## config.mk

```make
export PLATFORM = sky130hd
export DESIGN_NAME = cam_8x8b_1s1w
export DESIGN_NICKNAME = d
export VERILOG_FILES = /design/src/rtl/cam_8x8b_1s1w_pkg.sv /design/src/rtl/cam_8x8b_1s1w_entry.sv /design/src/rtl/cam_8x8b_1s1w.sv
export SDC_FILE = /design/constraint.sdc
export NUM_CORES = 1
export LEC_CHECK = 0
export ABC_AREA = 1
export BUFFER_PORTS_ARGS = -buffer_cell sky130_fd_sc_hd__buf_2
export CAP_MARGIN = 10
export CORE_AREA = 3 3 74 93
export DETAILED_ROUTE_END_ITERATION = 12
export DIE_AREA = 0 0 77 96
export HOLD_SLACK_MARGIN = 0.06
export PLACE_DENSITY = 0.8
export SLEW_MARGIN = 20
export SYNTH_ARGS = -nofsm -noshare
export SYNTH_HDL_FRONTEND = slang
export SYNTH_SLANG_ARGS = --single-unit
```

## constraint.sdc

```tcl
create_clock -name clk -period 2.4 [get_ports clk]
set_input_delay 0.48 -clock clk [delete_from_list [all_inputs] [get_ports clk]]
set_output_delay 0.48 -clock clk [all_outputs]
set_load 0.005 [all_outputs]
```

## src/rtl/cam_8x8b_1s1w_pkg.sv

```systemverilog
// Shared sizing constants and payload types for the 8x8 CAM.
package cam_8x8b_1s1w_pkg;

   localparam int unsigned NUM_ENTRIES = 8;
   localparam int unsigned DATA_WIDTH  = 8;
   localparam int unsigned ADDR_WIDTH  = 3;

   typedef logic [DATA_WIDTH-1:0]  data_t;
   typedef logic [ADDR_WIDTH-1:0]  addr_t;
   typedef logic [NUM_ENTRIES-1:0] match_t;

endpackage : cam_8x8b_1s1w_pkg

```

## src/rtl/cam_8x8b_1s1w_entry.sv

```systemverilog
// One CAM word: a resettable register plus its search comparator.
module cam_8x8b_1s1w_entry
   import cam_8x8b_1s1w_pkg::*;
(
   input  logic  clk,
   input  logic  reset,
   input  logic  write_en_i,
   input  data_t write_data_i,
   input  logic  search_en_i,
   input  data_t search_data_i,
   output logic  match_o
);

   data_t data_q;
   data_t data_d;

   always_comb begin
      data_d = data_q;
      if (write_en_i) begin
         data_d = write_data_i;
      end
   end

   always_ff @(posedge clk) begin
      if (reset) begin
         data_q <= DATA_WIDTH'(0);
      end else begin
         data_q <= data_d;
      end
   end

   // Compares against the pre-edge contents, so a same-cycle write is not visible.
   assign match_o = search_en_i && (data_q == search_data_i);

endmodule : cam_8x8b_1s1w_entry

```

## src/rtl/cam_8x8b_1s1w.sv

```systemverilog
// 8-entry x 8-bit CAM: one synchronous write port, one combinational multi-hot search port.
module cam_8x8b_1s1w
   import cam_8x8b_1s1w_pkg::*;
(
   input  logic   clk,
   input  logic   reset,
   input  logic   write_en,
   input  addr_t  write_addr,
   input  data_t  write_data,
   input  logic   search_en,
   input  data_t  search_data,
   output match_t search_match
);

   match_t wr_sel;
   match_t hit;

   // Write-address decoder: at most one entry enabled per cycle.
   always_comb begin
      wr_sel = '0;
      if (write_en) begin
         wr_sel[write_addr] = 1'b1;
      end
   end

   for (genvar g = 0; g < NUM_ENTRIES; g++) begin : g_entry
      cam_8x8b_1s1w_entry u_entry (
         .clk           (clk),
         .reset         (reset),
         .write_en_i    (wr_sel[g]),
         .write_data_i  (write_data),
         .search_en_i   (search_en),
         .search_data_i (search_data),
         .match_o       (hit[g])
      );
   end

   assign search_match = hit;

endmodule : cam_8x8b_1s1w

```

==> flow_metrics.env <==
export IMPL_fillers=583
export IMPL_avgViaCountPerCell=5.233
export IMPL_grt_max_degree=36
export IMPL_numClockSinks=64
export IMPL_synth_simple_area_share_pct=37.34
export IMPL_core_um2=6126
export IMPL_ctsResizeCount=0
export IMPL_grt_usage_pct=27.71
export IMPL_drt_total_wl_um=9753
export IMPL_fin_crit_sh_pct=86.70
export IMPL_reg_largest_list="g_entry.u_entry.data_q (64)"
export IMPL_largest_register_ffs=64
export IMPL_antennaDiodeCount=0
export IMPL_yosys_register_bits=64
export IMPL_vias=3543
export IMPL_crit_family="buffers and inverters"
export IMPL_finalNonFillerCells=677
export IMPL_wire_per_inst_um=14.41
export IMPL_numCtsBuffers=9
export IMPL_cts_tree="built"
export IMPL_critical_path_class="in2out"
export IMPL_syn_area_um2=3478
export IMPL_rrSetupSlack_ps=1730
export IMPL_synth_edf_count=0
export IMPL_gr_total_overflow=0
export IMPL_cpMaxStageDelayCell="buf_2"
export IMPL_crit_path_end_kind="output pin"
export IMPL_port_buffers=30
export IMPL_rsz0062_at_grt="no"
export IMPL_synth_area_per_cell_um2=6.070
export IMPL_synthXorXnorAreaFrac_pct=3.273
export IMPL_yosys_most_used_dff="dfxtp_1"
export IMPL_yosysMostFrequentCell="nand2_1"
export IMPL_p_leak_nw=1.597
export IMPL_htreeDepth=3
export IMPL_area_growth_pct=10.07
export IMPL_grt_pass1_wl_um=15790
export IMPL_path_buf_inv=3
export IMPL_finClkSkew_ps=0
export IMPL_synthMuxAreaShare_pct=0
export IMPL_first_iter_violations=305
export IMPL_worstPathCellList="buf_2, inv_1, nand2_1, nand2_1, nor2_1, nand3_1, nor2_1, buf_2"
export IMPL_place_gp_congestion=0.8860
export IMPL_drv_slew=0
export IMPL_seq_area_frac_synth_pct=36.83
export IMPL_synthAdderAreaFrac_pct=0
export IMPL_worstMarginPinSlew_ps=584.7
export IMPL_hold_viol_final=0
export IMPL_drt_first_pass_iters=5
export IMPL_crit_fanout=10
export IMPL_cp_required_ps=1920
export IMPL_synth_top_area_share_pct=36.83
export IMPL_synth_area_leaders="dfxtp_1, nand2_1, a21oi_1, inv_1, nor2_1"
export IMPL_place_inst=661
export IMPL_outcome="finished, final reports clean"
export IMPL_synth_nets=596
export IMPL_hpwl_um=6491
export IMPL_dieWidth_um=77
export IMPL_cts_hold_repair_buffers=0
export IMPL_largest_register="g_entry.u_entry.data_q"
export IMPL_power_density_nw_per_um2=629.1
export IMPL_die_area_um2=7392
export IMPL_synthCells=573
export IMPL_cts_root_buf="clkbuf_8"
export IMPL_maxCapViolCount=0
export IMPL_clk_latency_ps=340
export IMPL_max_freq_ghz=0.4806
export IMPL_finalCriticalPeriod_ps=2081
export IMPL_cp_data_arrival_time_ps=1600
export IMPL_yosys_top_cells_count="nand2_1, a21oi_1, dfxtp_1, inv_1, nor2_1"
export IMPL_maxUsedRoutingLayer="met4"
export IMPL_final_layout_size_suffix_gt1_share_pct=11.66
export IMPL_synth_compound_area_share_pct=10.61
export IMPL_slew_headroom_pct=61.02
export IMPL_final_setup_tns_ps=0
export IMPL_ys_warn_count=0
export IMPL_routed_wl_met2_um=4585
export IMPL_antenna_found_initial=0
export IMPL_yosysTopAreaCell="dfxtp_1"
export IMPL_vdd_drop_max_v=0.0005478
export IMPL_ios=31
export IMPL_die_height_um=96
export IMPL_met3_length_um=758
export IMPL_first_global_vias=3298
export IMPL_hp_class="reg2reg"
export IMPL_drt_met1_wl_um=3923
export IMPL_setup_violations=0
export IMPL_path_clk_slew_ps=80
export IMPL_fin_nets=610
export IMPL_cts_buffer_depth=2
export IMPL_yosysUniqueCellTypes=21
export IMPL_num_rows=32
export IMPL_synth_top_family_by_area="simple AND/OR/NAND/NOR gates"
export IMPL_slowest_delay_ps=250
export IMPL_initial_core_util_pct=56.78
export IMPL_ys_async_sr_fraction_pct=0
export IMPL_drcViolationCount=0
export IMPL_post_cts_buffers=0
export IMPL_ant_nets=0
export IMPL_cp_start_kind="primary input"
==> final cells by class <==
cell class                      count  area, um^2  share of cell area (%)
Tap cell                           85       106.4                   2.778
Sequential cell                    64        1281                   33.46
Timing Repair Buffer               33       185.2                   4.837
Clock buffer                       11       141.4                   3.693
Multi-Input combinational cell    412        1782                   46.54
Inverter                           67       252.7                   6.601
Clock inverter                      5       80.08                   2.092
==> worst min-delay path, stage by stage (launching register included) <==
cell and delay (ps):
dfxtp_1 310, nand2_1 60, a21oi_1 50
==> power breakdown <==
group          internal (mW)  switching (mW)  total [mW]  leakage, nW
registers               1.08          0.0164        1.10        0.518
logic                 0.0826           0.186       0.268        0.974
clock network          0.612           0.428        1.04        0.106
total                   1.78           0.630        2.41         1.60
==> cell families after synthesis <==
group | Yosys count
xor gates and xnor gates | 13
buffers and inverters | 97
AOI/OAI and AO/OA | 73
and+or+nand+nor | 326
DFF | 64
==> routing by layer <==
layer | GRT usage, % | up-vias
met5 | 0 | -
met4 | 15.58 | 0
met3 | 6.086 | 38
met2 | 47.02 | 156
met1 | 32.69 | 1598
li1 | - | 1751
==> final timing paths <==
kind | end | cells past startpoint | from
max | search_match[2] | 8 | search_data[1]
min | g_entry[5].u_entry.data_q[4] | 2 | g_entry[5].u_entry.data_q[4]
max reg2reg | g_entry[1].u_entry.data_q[3] | 2 | g_entry[1].u_entry.data_q[3]
min reg2reg | g_entry[5].u_entry.data_q[4] | 2 | g_entry[5].u_entry.data_q[4]
==> cells in the final DEF, fill, tap and decap left out <==
master,netlist,layout
buf_2,15,30
clkinv_2,1,2
xnor2_1,13,13
buf_12,0,1
nand2_4,3,3
nand3b_1,2,2
nor2_1,45,45
bufinv_16,0,2
nor2_2,4,4
nand3_1,13,13
dfxtp_1,64,64
o21ai_0,4,4
inv_1,58,58
a21oi_2,1,1
clkbuf_8,0,10
nand2_1,255,255
buf_4,8,2
nand3_2,1,1
clkbuf_1,6,1
clkinvlp_4,0,2
nand2_2,2,2
nor2_4,1,1
a21oi_1,68,68
inv_2,8,8
==> through the flow <==
step / hold slack, ps / cell area [um^2] / power [mW] / setup WS (ps) / utilization (%)
2_1_floorplan: 440.9 / 3478 / 1.303 / 727.4 / -
3_3_place_gp: 450.6 / 3607 / 1.381 / 420.2 / 58.88
3_5_place_dp: 458.3 / 3607 / 1.386 / 378.5 / 58.88
4_1_cts: 468.1 / 3829 / 2.409 / 378.0 / 62.50
5_1_grt: 467.3 / 3829 / 2.488 / 233.7 / 62.50
6_report: 467.4 / 3829 / 2.409 / 319.1 / 62.50
No activity file was read; power rests on OpenSTA's default activity.
